$ cat src/rtl/ex_muldiv_unit_if.sv
// Execute-stage multiply/divide bus: ID/EX operands and control in, HI/LO and hazard status out.
interface ex_muldiv_unit_if #(
  parameter int WIDTH = 32
);
  logic             FlushE;
  logic             StartE;
  logic [1:0]       OpE;
  logic [WIDTH-1:0] SrcAE;
  logic [WIDTH-1:0] SrcBE;
  logic             WriteHiE;
  logic             WriteLoE;
  logic             BusyE;
  logic             DoneE;
  logic [WIDTH-1:0] HiE;
  logic [WIDTH-1:0] LoE;

  modport master (
    output FlushE, StartE, OpE, SrcAE, SrcBE, WriteHiE, WriteLoE,
    input  BusyE, DoneE, HiE, LoE
  );

  modport slave (
    input  FlushE, StartE, OpE, SrcAE, SrcBE, WriteHiE, WriteLoE,
    output BusyE, DoneE, HiE, LoE
  );
endinterface

$ cat src/rtl/ex_muldiv_unit.sv
// Multi-cycle MULT/MULTU/DIV/DIVU unit owning HI/LO; shift-add multiply, restoring divide.
// Define MULDIV_FAST_MUL_EN for a single-cycle combinational multiply (divide stays iterative).
module ex_muldiv_unit #(
  parameter int WIDTH = 32,
  parameter int CNT_W = 6
) (
  input logic             CLK,
  input logic             rst,
  ex_muldiv_unit_if.slave bus
);
  typedef enum logic [1:0] {IDLE, MUL, DIV, DONE} state_t;

  state_t               state_q;
  logic [CNT_W-1:0]     cnt_q;
  // MUL: {partial product, multiplier}; DIV: {remainder, dividend shifting into quotient}
  logic [2*WIDTH-1:0]   acc_q;
  logic [WIDTH-1:0]     opnd_q;
  logic                 is_div_q, neg_q, rneg_q, div0_q;
  logic                 busy_q, done_q;
  logic [WIDTH-1:0]     hi_q, lo_q;

  logic                 sgn_a, sgn_b, last_iter, div_ge;
  logic [WIDTH-1:0]     mag_a, mag_b, div_diff, rem_fix, quo_fix;
  logic [WIDTH:0]       mul_sum, div_part;
  logic [2*WIDTH-1:0]   mul_step, div_step, prod;
`ifdef MULDIV_FAST_MUL_EN
  logic [2*WIDTH-1:0]   prod_fast;
`endif

  always_comb begin
    sgn_a     = ~bus.OpE[0] & bus.SrcAE[WIDTH-1];
    sgn_b     = ~bus.OpE[0] & bus.SrcBE[WIDTH-1];
    mag_a     = sgn_a ? -bus.SrcAE : bus.SrcAE;
    mag_b     = sgn_b ? -bus.SrcBE : bus.SrcBE;
    last_iter = (cnt_q == CNT_W'(WIDTH-1));
    mul_sum   = {1'b0, acc_q[2*WIDTH-1:WIDTH]} + (acc_q[0] ? {1'b0, opnd_q} : '0);
    mul_step  = {mul_sum, acc_q[WIDTH-1:1]};
    // Remainder stays below the divisor, so the low WIDTH bits of the difference suffice.
    div_part  = {acc_q[2*WIDTH-1:WIDTH], acc_q[WIDTH-1]};
    div_ge    = (div_part >= {1'b0, opnd_q});
    div_diff  = div_part[WIDTH-1:0] - opnd_q;
    div_step  = {(div_ge ? div_diff : div_part[WIDTH-1:0]), acc_q[WIDTH-2:0], div_ge};
    prod      = neg_q ? -acc_q : acc_q;
    rem_fix   = rneg_q ? -acc_q[2*WIDTH-1:WIDTH] : acc_q[2*WIDTH-1:WIDTH];
    quo_fix   = div0_q ? '1 : (neg_q ? -acc_q[WIDTH-1:0] : acc_q[WIDTH-1:0]);
`ifdef MULDIV_FAST_MUL_EN
    prod_fast = {{WIDTH{1'b0}}, mag_a} * {{WIDTH{1'b0}}, mag_b};
`endif
  end

  always_ff @(posedge CLK or negedge rst) begin
    if (!rst) begin
      state_q  <= IDLE;
      cnt_q    <= '0;
      acc_q    <= '0;
      opnd_q   <= '0;
      is_div_q <= 1'b0;
      neg_q    <= 1'b0;
      rneg_q   <= 1'b0;
      div0_q   <= 1'b0;
      busy_q   <= 1'b0;
      done_q   <= 1'b0;
      hi_q     <= '0;
      lo_q     <= '0;
    end else begin
      done_q <= 1'b0;
      case (state_q)
        IDLE: begin
          if (bus.FlushE) begin
            state_q <= IDLE;
          end else if (bus.StartE) begin
            cnt_q    <= '0;
            is_div_q <= bus.OpE[1];
            neg_q    <= sgn_a ^ sgn_b;
            rneg_q   <= sgn_a;
            div0_q   <= (bus.SrcBE == '0);
            opnd_q   <= bus.OpE[1] ? mag_b : mag_a;
`ifdef MULDIV_FAST_MUL_EN
            if (!bus.OpE[1]) begin
              acc_q   <= prod_fast;
              state_q <= DONE;
            end else begin
              acc_q   <= {{WIDTH{1'b0}}, mag_a};
              state_q <= DIV;
              busy_q  <= 1'b1;
            end
`else
            acc_q   <= {{WIDTH{1'b0}}, (bus.OpE[1] ? mag_a : mag_b)};
            state_q <= bus.OpE[1] ? DIV : MUL;
            busy_q  <= 1'b1;
`endif
          end else begin
            if (bus.WriteHiE) hi_q <= bus.SrcAE;
            if (bus.WriteLoE) lo_q <= bus.SrcAE;
          end
        end
        MUL, DIV: begin
          if (bus.FlushE) begin
            state_q <= IDLE;
            busy_q  <= 1'b0;
          end else begin
            acc_q <= (state_q == MUL) ? mul_step : div_step;
            cnt_q <= cnt_q + CNT_W'(1);
            if (last_iter) begin
              state_q <= DONE;
              busy_q  <= 1'b0;
            end
          end
        end
        DONE: begin
          // The instruction has left EX, so a flush here must not cancel the commit.
          hi_q    <= is_div_q ? rem_fix : prod[2*WIDTH-1:WIDTH];
          lo_q    <= is_div_q ? quo_fix : prod[WIDTH-1:0];
          done_q  <= 1'b1;
          state_q <= IDLE;
        end
        default: state_q <= IDLE;
      endcase
    end
  end

  assign bus.BusyE = busy_q;
  assign bus.DoneE = done_q;
  assign bus.HiE   = hi_q;
  assign bus.LoE   = lo_q;
endmodule

$ cat src/flat_wrapper.sv
// flat-port wrapper written by rule: the top's interface ports become plain ports
module ex_muldiv_unit_flat 
#(
  parameter int WIDTH = 32,
  parameter int CNT_W = 6
)
  (CLK, rst, bus_FlushE, bus_StartE, bus_OpE, bus_SrcAE, bus_SrcBE, bus_WriteHiE, bus_WriteLoE, bus_BusyE, bus_DoneE, bus_HiE, bus_LoE);
  ex_muldiv_unit_if #(.WIDTH(WIDTH)) bus_i ();
  input logic CLK;
  input logic rst;
  input wire logic [$bits(bus_i.FlushE)-1:0] bus_FlushE;
  input wire logic [$bits(bus_i.StartE)-1:0] bus_StartE;
  input wire logic [$bits(bus_i.OpE)-1:0] bus_OpE;
  input wire logic [$bits(bus_i.SrcAE)-1:0] bus_SrcAE;
  input wire logic [$bits(bus_i.SrcBE)-1:0] bus_SrcBE;
  input wire logic [$bits(bus_i.WriteHiE)-1:0] bus_WriteHiE;
  input wire logic [$bits(bus_i.WriteLoE)-1:0] bus_WriteLoE;
  output wire logic [$bits(bus_i.BusyE)-1:0] bus_BusyE;
  output wire logic [$bits(bus_i.DoneE)-1:0] bus_DoneE;
  output wire logic [$bits(bus_i.HiE)-1:0] bus_HiE;
  output wire logic [$bits(bus_i.LoE)-1:0] bus_LoE;
  assign bus_i.FlushE = bus_FlushE;
  assign bus_i.StartE = bus_StartE;
  assign bus_i.OpE = bus_OpE;
  assign bus_i.SrcAE = bus_SrcAE;
  assign bus_i.SrcBE = bus_SrcBE;
  assign bus_i.WriteHiE = bus_WriteHiE;
  assign bus_i.WriteLoE = bus_WriteLoE;
  assign bus_BusyE = bus_i.BusyE;
  assign bus_DoneE = bus_i.DoneE;
  assign bus_HiE = bus_i.HiE;
  assign bus_LoE = bus_i.LoE;
  ex_muldiv_unit #(.WIDTH(WIDTH), .CNT_W(CNT_W)) u_core (.CLK(CLK), .rst(rst), .bus(bus_i));
endmodule
$ cat config.mk
export PLATFORM = sky130hd
export DESIGN_NAME = ex_muldiv_unit_flat
export DESIGN_NICKNAME = d
export VERILOG_FILES = /design/src/rtl/ex_muldiv_unit_if.sv /design/src/rtl/ex_muldiv_unit.sv /design/src/flat_wrapper.sv
export SDC_FILE = /design/constraint.sdc
export NUM_CORES = 1
export LEC_CHECK = 0
export BUFFER_PORTS_ARGS = -buffer_cell sky130_fd_sc_hd__buf_4
export CAP_MARGIN = 40
export CORE_MARGIN = 3
export CORE_UTILIZATION = 50
export CTS_BUF_LIST = sky130_fd_sc_hd__clkbuf_2 sky130_fd_sc_hd__clkbuf_4 sky130_fd_sc_hd__clkbuf_8
export CTS_CLUSTER_DIAMETER = 30
export DETAILED_ROUTE_END_ITERATION = 12
export HOLD_SLACK_MARGIN = 0.15
export PLACE_DENSITY = 0.69
export SLEW_MARGIN = 20
export SYNTH_ARGS = -nofsm -noshare
export SYNTH_HDL_FRONTEND = slang
export SYNTH_SLANG_ARGS = --single-unit
$ cat constraint.sdc
create_clock -name CLK -period 4.3 [get_ports CLK]
set_input_delay 0.86 -clock CLK [delete_from_list [all_inputs] [get_ports CLK]]
set_output_delay 0.86 -clock CLK [all_outputs]
set_load 0.02 [all_outputs]
==> impl_metrics.tcl, run 1 <==
set metrics [dict create \
    fmax_mhz 277 \
    clock_sinks 174 \
    drive_gt1_frac 0.147 \
    io_buffers 137 \
    status "complete, no violations" \
    pin_count 138 \
    powerDensity_nw_per_um2 826 \
    std_cell_rows 63 \
    grt_max_degree 84 \
    wl_per_cell_um 22.2 \
    clock_skew_ns 0.0162 \
    worstMarginPinSlew_ns 0.957 \
    syn_area_um2 15200 \
    synth_edf_count 0 \
    drv_cap 0 \
    multiInputGateArea_um2 10100 \
    drc 0 \
    dp_hpwl_um 41800 \
    cp_cell_sequence "inv_1 > buf_4 > nor2_1 > ha_1 > a21o_1 > a2111o_1 > o22ai_1 > o21ai_0 > a21bo_2 > a221oi_1 > xor2_1 > a221oi_1 > a22o_1" \
    required_ns 4.76 \
    period_share 0.840 \
    numCtsBuffers 17 \
    criticalPathCategory "flip-flop to flip-flop" \
    placed_cells 2386 \
    p_leak_nw 7.64 \
    clockRootBuffer "clkbuf_8" \
    hold_violations 0 \
    syn_avg_cell_area_um2 7.91 \
    ys_async_sr_fraction 1.00 \
    dieWidth_um 180 \
    firstDrtPassIters 5 \
    vias 15200 \
    drt_iter0_markers 1704 \
    fp.coreArea_um2 29800 \
    grt_pass1_vias 13800 \
    yosysSeqAreaShare 0.287 \
    diodes 0 \
    cp_max_fo 16 \
    syn_nets 2065 \
    syn_to_final_growth_pct 12.8 \
    vias_per_cell 6.26 \
    synthTopCellsByArea "dfrtp_1 (29%), o21ai_0 (6.9%), ha_1 (6.0%)" \
    r2r_setup_slack_ns 0.69 \
    critical_path.top_delay_family "compound AO/OA/AOI/OAI gates" \
    path_clk_slew_ns 0.11 \
    relSlewSlack 0.360 \
    grt_pass1_wl_um 82000 \
    period_needed_ns 3.61 \
    postCtsHoldBufs 0 \
    hp-class "input port to async pin" \
    start_util 0.509 \
    vdd_drop_max_mv 0.383 \
    layout_commonest_cell "nand2_1" \
    grtUsageTotal 0.322 \
    cts_tree "done" \
    die_h_um 180 \
    synth_ff_type "dfrtp_1" \
    gp_congestion 0.970 \
    rsz0062_at_grt "false" \
    setup-violations-final 0 \
    layout_common_cells "nand2_1 (225), o21ai_0 (209), buf_4 (188)" \
    netlist_instances 1918 \
    cts_resized 0 \
    cts_htree_levels 4 \
    reg2regPathDepth 13 \
    critPathSlowestCell "dfrtp_1" \
    final_cells 2424 \
    yosys.area.top_type_share 0.287 \
    synth.distinct_cells 81 \
    drv_slew 0 \
    fill_cells 2775 \
    critPathLaunchType "flip-flop" \
    clock_path_buffers 2 \
    drtAntennaViolNets 0 \
    cts_setup_buffers 0 \
    cp-end-kind "flip-flop" \
    synth_area_leader_cell "dfrtp_1" \
    cp.arrival_ns 4.07 \
    antenna_found_initial 0 \
    layout.nets 2168 \
    die_area_um2 32500 \
    wl_um 53700 \
    yosysWarnings 0 \
    cpMostUsedCell "a221oi_1" \
    finalSetupTns_ns 0 \
    worst_path_largest_cell_delay_ns 0.43 \
    r2r_end "u_core.acc_q[56]" \
    regArea_um2 4350 \
    synth-seq-cells 174 \
    r2r_start "u_core.acc_q[0]" \
    clkLatencyLatePin_ns 0.51 \
    grt-ovfl-total 0 \
    critPathBufInv 2 \
]
-- metrics by stage --
stage / power (W) / worst slack, ns / hold slack, ns / instance area, um2 / utilization
4_1_cts: 0.0139 / 0.748 / 0.426 / 17000 / 0.571
3_5_place_dp: 0.0127 / 0.772 / 0.467 / 16600 / 0.558
3_3_place_gp: 0.0125 / 0.805 / 0.463 / 16600 / 0.557
6_report: 0.0142 / 0.688 / 0.206 / 17100 / 0.575
5_1_grt: 0.0152 / 0.427 / 0.194 / 17100 / 0.575
2_1_floorplan: 0.00986 / 1.07 / 0.450 / 15200 / -
-- state kept, by name, indices dropped and copies added, names as in the netlist --
| register | cells |
|---|---|
| u_core.rneg_q | 1 |
| u_core.div0_q | 1 |
| u_core.state_q | 2 |
| u_core.opnd_q | 32 |
| u_core.bus.HiE | 32 |
| u_core.bus.DoneE | 1 |
| u_core.acc_q | 64 |
| u_core.is_div_q | 1 |
| u_core.neg_q | 1 |
| u_core.bus.BusyE | 1 |
| u_core.cnt_q | 6 |
| u_core.bus.LoE | 32 |
-- Yosys cell counts, types with 15 or more instances --
cell type and count:
nor2_1 169, clkbuf_1 84, inv_1 63, o21ai_0 209, mux2_2 28, mux2i_1 44, o22ai_1 27, ha_1 73
nand3_1 26, or3_1 24, nor3_1 38, dfrtp_1 174, o31ai_1 32, a21oi_1 163, o21a_1 15, xor2_1 80
a211oi_1 42, nand2_1 226, nand2b_1 17, xnor2_1 97, a21o_1 33
-- routing by layer --
layer / track usage / routed length [um] / vias up
li1: - / - / 7124
met1: 0.462 / 23600 / 7152
met2: 0.462 / 22200 / 784
met3: 0.0927 / 5780 / 106
met4: 0.116 / 2180 / 0
met5: 0 / 0 / -
-- kinds of logic after synthesis --
logic type | share of synthesized area
fa+ha+maj | 0.0628
compound gates | 0.260
flops | 0.287
xor+xnor | 0.102
buf+inv | 0.0511
mux | 0.0498
simple gates | 0.188
-- final cells by class --
cell class / count / share of cell area
clock buffer: 17 / 0.0137
clock inverter: 15 / 0.00913
inverter: 63 / 0.0138
multi-input combinational: 1568 / 0.589
sequential: 174 / 0.254
tap: 390 / 0.0285
timing repair buffer: 197 / 0.0920
-- report_power, final --
| group | leakage [nW] | internal, W | switching, W | total (W) |
|---|---|---|---|---|
| Combinational | 5.26 | 0.00389 | 0.00578 | 0.00966 |
| Clock | 0.198 | 0.000479 | 0.000741 | 0.00122 |
| Sequential | 2.18 | 0.00237 | 0.000900 | 0.00327 |
| Total | 7.64 | 0.00673 | 0.00742 | 0.0142 |
-- worst max path at each step --
stage                     startpoint  cells after the start               end
global route        u_core.acc_q[41]                     11  u_core.acc_q[56]
CTS                  u_core.acc_q[0]                     13  u_core.acc_q[56]
detailed placement   u_core.acc_q[0]                     13  u_core.acc_q[56]
floorplan            u_core.acc_q[0]                     13  u_core.acc_q[56]
global placement     u_core.acc_q[0]                     14  u_core.acc_q[62]
finish               u_core.acc_q[0]                     13  u_core.acc_q[56]
Power figures use the tool's default switching activity.
==> run 2, diff against run 1 <==
--- a/config.mk
+++ b/config.mk
@@ -13,7 +13,7 @@
 export CTS_CLUSTER_DIAMETER = 30
 export DETAILED_ROUTE_END_ITERATION = 12
 export HOLD_SLACK_MARGIN = 0.15
-export PLACE_DENSITY = 0.69
+export PLACE_DENSITY = 0.72
 export SLEW_MARGIN = 20
 export SYNTH_ARGS = -nofsm -noshare
 export SYNTH_HDL_FRONTEND = slang
==> constraint.sdc (replaced) <==
create_clock -name CLK -period 3 [get_ports CLK]
set_input_delay 0.6 -clock CLK [delete_from_list [all_inputs] [get_ports CLK]]
set_output_delay 0.6 -clock CLK [all_outputs]
set_load 0.02 [all_outputs]
==> run 2 against run 1 <==
  * The run now ends with setup timing left
  * Combinational power rose by 94%
  * Critical path type unchanged
  * Largest power group unchanged
  * Highest routed layer unchanged
  * Clock power grew 50%
  * Power rose by 75%
  * Core utilization grew 8.5 points
  * Final cell count increased by 9.4%
==> impl_metrics.tcl, run 2 (synthesis results as in run 1) <==
set metrics [dict create \
    fin_util 0.659 \
    wl_um 59000 \
    hp-class "input port to flip-flop" \
    required_ns 3.35 \
    cpMostUsedCell "buf_4" \
    start_util 0.509 \
    period_needed_ns 3.04 \
    dp_hpwl_um 46100 \
    vias_per_cell 6.19 \
    vias 16400 \
    vdd_drop_max_mv 1.24 \
    worst_path_largest_cell_delay_ns 0.50 \
    cp_max_fo 6 \
    cp-end-kind "flip-flop" \
    cp.arrival_ns 3.39 \
    clock_skew_ns 0.0198 \
    wl_per_cell_um 22.3 \
    dieWidth_um 180 \
    hold_violations 0 \
    grt_pass1_vias 15200 \
    grt_max_degree 93 \
    grt-ovfl-total 0 \
    reg2regPathDepth 14 \
    clkLatencyLatePin_ns 0.50 \
    status "finished, violations left" \
    clock_sinks 174 \
    layout_commonest_cell "buf_4" \
    firstDrtPassIters 6 \
    p_leak_nw 8.92 \
    powerDensity_nw_per_um2 1260 \
    criticalPathCategory "flip-flop to flip-flop" \
    r2r_setup_slack_ns -0.04 \
    rsz0062_at_grt "true" \
    timing.final.ws_setup_ns -0.0352 \
    drtAntennaViolNets 0 \
    layout.nets 2395 \
    hold_start "bus_FlushE" \
    cts_tree "done" \
    clock_path_buffers 2 \
    setup-violations-final 6 \
    fmax_mhz 329 \
    r2r_end "u_core.acc_q[42]" \
    clockRootBuffer "clkbuf_8" \
    period_share 1.01 \
    drt_iter0_markers 1967 \
    min_to "u_core.state_q[0]" \
    top_register "u_core.acc_q" \
    gp_congestion 1.02 \
    relSlewSlack 0.512 \
    grt_pass1_wl_um 89100 \
    cp_cell_sequence "buf_4 > ha_4 > buf_4 > a211oi_4 > o21ai_1 > a31oi_1 > buf_4 > buf_4 > nor2_1 > a211o_1 > a21o_1 > a21oi_2 > xor2_1 > o221ai_1" \
    drv_slew 0 \
    drc 0 \
    syn_to_final_growth_pct 29.5 \
    path_clk_slew_ns 0.10 \
    critical_path.top_delay_family "compound AO/OA/AOI/OAI gates" \
    startpoint "u_core.acc_q[32]" \
    cts_htree_levels 4 \
    fp.coreArea_um2 29800 \
    std_cell_rows 63 \
    worstMarginPinSlew_ns 0.726 \
    critPathLaunchType "flip-flop" \
    layout_common_cells "buf_4 (402), nand2_1 (225), o21ai_0 (189)" \
    largest_register_ffs 64 \
    critPathBufInv 4 \
    diodes 0 \
    drive_gt1_frac 0.282 \
    pin_count 138 \
    r2r_start "u_core.acc_q[32]" \
    io_buffers 137 \
    die_area_um2 32500 \
    grtUsageTotal 0.348 \
    critPathSlowestCell "dfrtp_2" \
    die_h_um 180 \
    antenna_found_initial 0 \
    placed_area_um2 18300 \
    hold_depth 2 \
    drv_cap 0 \
    numCtsBuffers 17 \
    fin_area_um2 19600 \
    violations "setup timing" \
]
==> run 2: worst max-delay path by stage <==
stage	end	cells past startpoint
6_report	u_core.acc_q[42]	14
5_1_grt	u_core.acc_q[52]	13
4_1_cts	u_core.acc_q[59]	15
3_5_place_dp	u_core.acc_q[59]	15
3_3_place_gp	u_core.acc_q[59]	15
2_1_floorplan	u_core.acc_q[56]	13
==> run 2: layer usage <==
layer | part of all wire | vias to the layer above | track usage | wire, um
li1 | - | 7559 | - | -
met4 | 0.036 | 0 | 0.109 | 2120
met2 | 0.42 | 913 | 0.507 | 24800
met5 | 0 | - | 0 | 0
met1 | 0.44 | 7816 | 0.516 | 25800
met3 | 0.11 | 129 | 0.0749 | 6330
==> run 2: power by group <==
group	internal, W	total (W)	switching (W)
Sequential	0.00340	0.00434	0.000936
Combinational	0.00826	0.0187	0.0104
Clock	0.000857	0.00183	0.000977
==> run 2: metrics by stage <==
step / setup TNS, ns / power [W] / hold WS, ns / std cells / worst slack [ns]
6_report: -0.101 / 0.0248 / 0.347 / 2651 / -0.0352
5_1_grt: -1.14 / 0.0263 / 0.325 / 2651 / -0.137
4_1_cts: -0.0410 / 0.0232 / 0.310 / 2640 / -0.0397
3_5_place_dp: -3.05 / 0.0207 / 0.469 / 2600 / -0.258
3_3_place_gp: -1.86 / 0.0204 / 0.463 / 2599 / -0.172
2_1_floorplan: -0.0136 / 0.0142 / 0.304 / 1918 / -0.0136
==> run 2: area by class of cell <==
type	instances	area, um2
inverters	63	241
repair buffers	424	3410
flip-flops and latches	174	4360
clock inverters	13	166
well taps	390	488
clock buffers	19	255
fillers	2568	10100
multi-input cells	1568	10700
==> run 2: timing repair <==
action	4_1_cts	5_1_grt
resized for setup	54	114
pin swaps	26	70
setup endpoints to repair	31	39
buffers inserted	6	11
gates cloned	1	1
hold buffers	1	0
hold endpoints to repair	58	0
==> run 3, diff against run 2 <==
--- a/config.mk
+++ b/config.mk
@@ -10,10 +10,10 @@
 export CORE_MARGIN = 3
 export CORE_UTILIZATION = 50
 export CTS_BUF_LIST = sky130_fd_sc_hd__clkbuf_2 sky130_fd_sc_hd__clkbuf_4 sky130_fd_sc_hd__clkbuf_8
-export CTS_CLUSTER_DIAMETER = 30
+export CTS_CLUSTER_DIAMETER = 60
 export DETAILED_ROUTE_END_ITERATION = 12
 export HOLD_SLACK_MARGIN = 0.15
-export PLACE_DENSITY = 0.72
+export PLACE_DENSITY_LB_ADDON = 0.1
 export SLEW_MARGIN = 20
 export SYNTH_ARGS = -nofsm -noshare
 export SYNTH_HDL_FRONTEND = slang
==> run 3 against run 2 <==
  * Routed wire length shrank 0.31%
  * First-iteration DRC count down 5.8%
  * Cell area shrank 2.3%
  * Sequential power hardly changed
  * Core utilization down 1.5 points
  * Clock power is 8% lower
  * Worst setup slack lost 0.055 ns
  * The flow still finishes with violations (setup timing)
  * Combinational power fell by 6%
  * Non-clock buffer count shrank 17
  * Die area did not move
==> impl_metrics.tcl, run 3 (synthesis results as in run 1) <==
set metrics [dict create \
    fin_util 0.644 \
    die_h_um 180 \
    hold_depth 2 \
    hold_violations 0 \
    vias_per_cell 6.14 \
    start_util 0.509 \
    r2r_end "u_core.acc_q[52]" \
    critical_path.top_delay_family "compound AO/OA/AOI/OAI gates" \
    grtUsageTotal 0.352 \
    r2r_start "u_core.acc_q[31]" \
    largest_register_ffs 64 \
    period_needed_ns 3.09 \
    powerDensity_nw_per_um2 1220 \
    gp_congestion 0.959 \
    numCtsBuffers 17 \
    drv_cap 0 \
    met1Wirelength_um 26100 \
    grt_pass1_vias 15100 \
    violations "setup timing" \
    dr_wl_met3_um 6230 \
    drive_gt1_frac 0.262 \
    cts_tree "done" \
    worstMarginPinSlew_ns 0.673 \
    met2_length_um 24700 \
    period_share 1.03 \
    layout.nets 2378 \
    die_area_um2 32500 \
    grt_max_degree 74 \
    worst_path_largest_cell_delay_ns 0.41 \
    drc 0 \
    required_ns 3.39 \
    critPathSlowestCell "dfrtp_1" \
    cp-end-kind "flip-flop" \
    finalPower_w 0.0235 \
    dp_hpwl_um 46400 \
    hold_start "bus_FlushE" \
    wl_per_cell_um 22.3 \
    wl_um 58800 \
    placed_area_um2 18200 \
    reg2regPathDepth 14 \
    cts_htree_levels 4 \
    firstDrtPassIters 6 \
    grt-ovfl-total 0 \
    antenna_found_initial 1 \
    std_cell_rows 63 \
    top_register "u_core.acc_q" \
    fin_area_um2 19200 \
    vias 16200 \
    relSlewSlack 0.552 \
    dieWidth_um 180 \
    diodes 0 \
    drtAntennaViolNets 0 \
    clkLatencyLatePin_ns 0.52 \
    hp-class "input port to flip-flop" \
    drv_slew 0 \
    layout_commonest_cell "buf_4" \
    rsz0062_at_grt "true" \
    criticalPathCategory "flip-flop to flip-flop" \
    critPathLaunchType "flip-flop" \
    clock_sinks 174 \
    status "finished, violations left" \
    highest_layer "met5" \
    cp.arrival_ns 3.48 \
    layout_common_cells "buf_4 (392), nand2_1 (224), o21ai_0 (189)" \
    pin_count 138 \
    io_buffers 137 \
    syn_to_final_growth_pct 26.5 \
    clockRootBuffer "clkbuf_8" \
    cp_max_fo 3 \
    r2r_setup_slack_ns -0.09 \
    p_leak_nw 8.72 \
    fp.coreArea_um2 29800 \
    min_to "u_core.state_q[0]" \
    dp_slack_ns -0.412 \
    fmax_mhz 324 \
    clock_path_buffers 2 \
    drt_iter0_markers 1853 \
    critPathBufInv 3 \
    cp_cell_sequence "inv_2 > ha_4 > inv_2 > fa_2 > a21o_1 > a221o_1 > a2111oi_2 > buf_4 > o31ai_4 > o211ai_1 > mux2i_1 > o21ai_1 > a21oi_1 > a221o_1" \
    setup-violations-final 6 \
    timing.final.ws_setup_ns -0.0905 \
    grt_pass1_wl_um 89500 \
    path_clk_slew_ns 0.10 \
    vdd_drop_max_mv 0.946 \
    clock_skew_ns 0.0247 \
]
==> run 3: cell count changes in the layout (fill, tap and decap cells not counted), moves of 4 or more <==
cell / change
a21oi_1: +7
buf_4: -10
clkinv_4: -4
ha_4: -5
nor2_1: +6
a21oi_2: -6
nor2_4: -4
==> run 3: worst max path at each step <==
stage,startpoint,endpoint,slack [ns],cells after the start
after CTS,u_core.acc_q[31],u_core.acc_q[52],-0.09,14
after floorplan,u_core.acc_q[0],u_core.acc_q[56],-0.01,13
after global routing,u_core.acc_q[31],u_core.acc_q[52],-0.20,14
after global placement,u_core.acc_q[31],u_core.acc_q[62],-0.33,16
final,u_core.acc_q[31],u_core.acc_q[52],-0.09,14
after detailed placement,u_core.acc_q[31],u_core.acc_q[62],-0.41,16
==> run 3: power breakdown <==
group          switching, W  total [W]  internal, W
Combinational       0.00975     0.0175      0.00773
Clock               0.00101    0.00168     0.000667
Sequential         0.000946    0.00434      0.00340
Total                0.0117     0.0235       0.0118
==> run 3: final cells by class <==
| class | instances | area, um2 |
|---|---|---|
| timing repair buffer | 407 | 3200 |
| inverter | 63 | 236 |
| tap | 390 | 488 |
| sequential | 174 | 4350 |
| clock inverter | 11 | 81.3 |
| fill | 2661 | 10600 |
| clock buffer | 21 | 289 |
| multi-input combinational | 1568 | 10500 |
==> run 3: per-stage QoR <==
stage               std cells  hold slack (ns)  TNS (ns)
floorplan                1918            0.304   -0.0136
global placement         2591            0.464     -2.41
detailed placement       2591            0.470     -3.47
CTS                      2629            0.315    -0.381
global route             2634            0.342     -1.88
finish                   2634            0.346    -0.278
==> run 3: what timing repair did <==
action	in CTS	in global routing
endpoints found under the hold margin	48	0
buffers inserted	5	5
pin swaps	15	30
resized for setup	42	80
endpoints found under the setup margin	19	53
hold buffers	1	0
==> run 3: layer usage <==
layer  vias up  track usage
li1       7571            -
met1      7721        0.512
met2       785        0.515
met3        87       0.0878
met4         2        0.110
met5         -            0
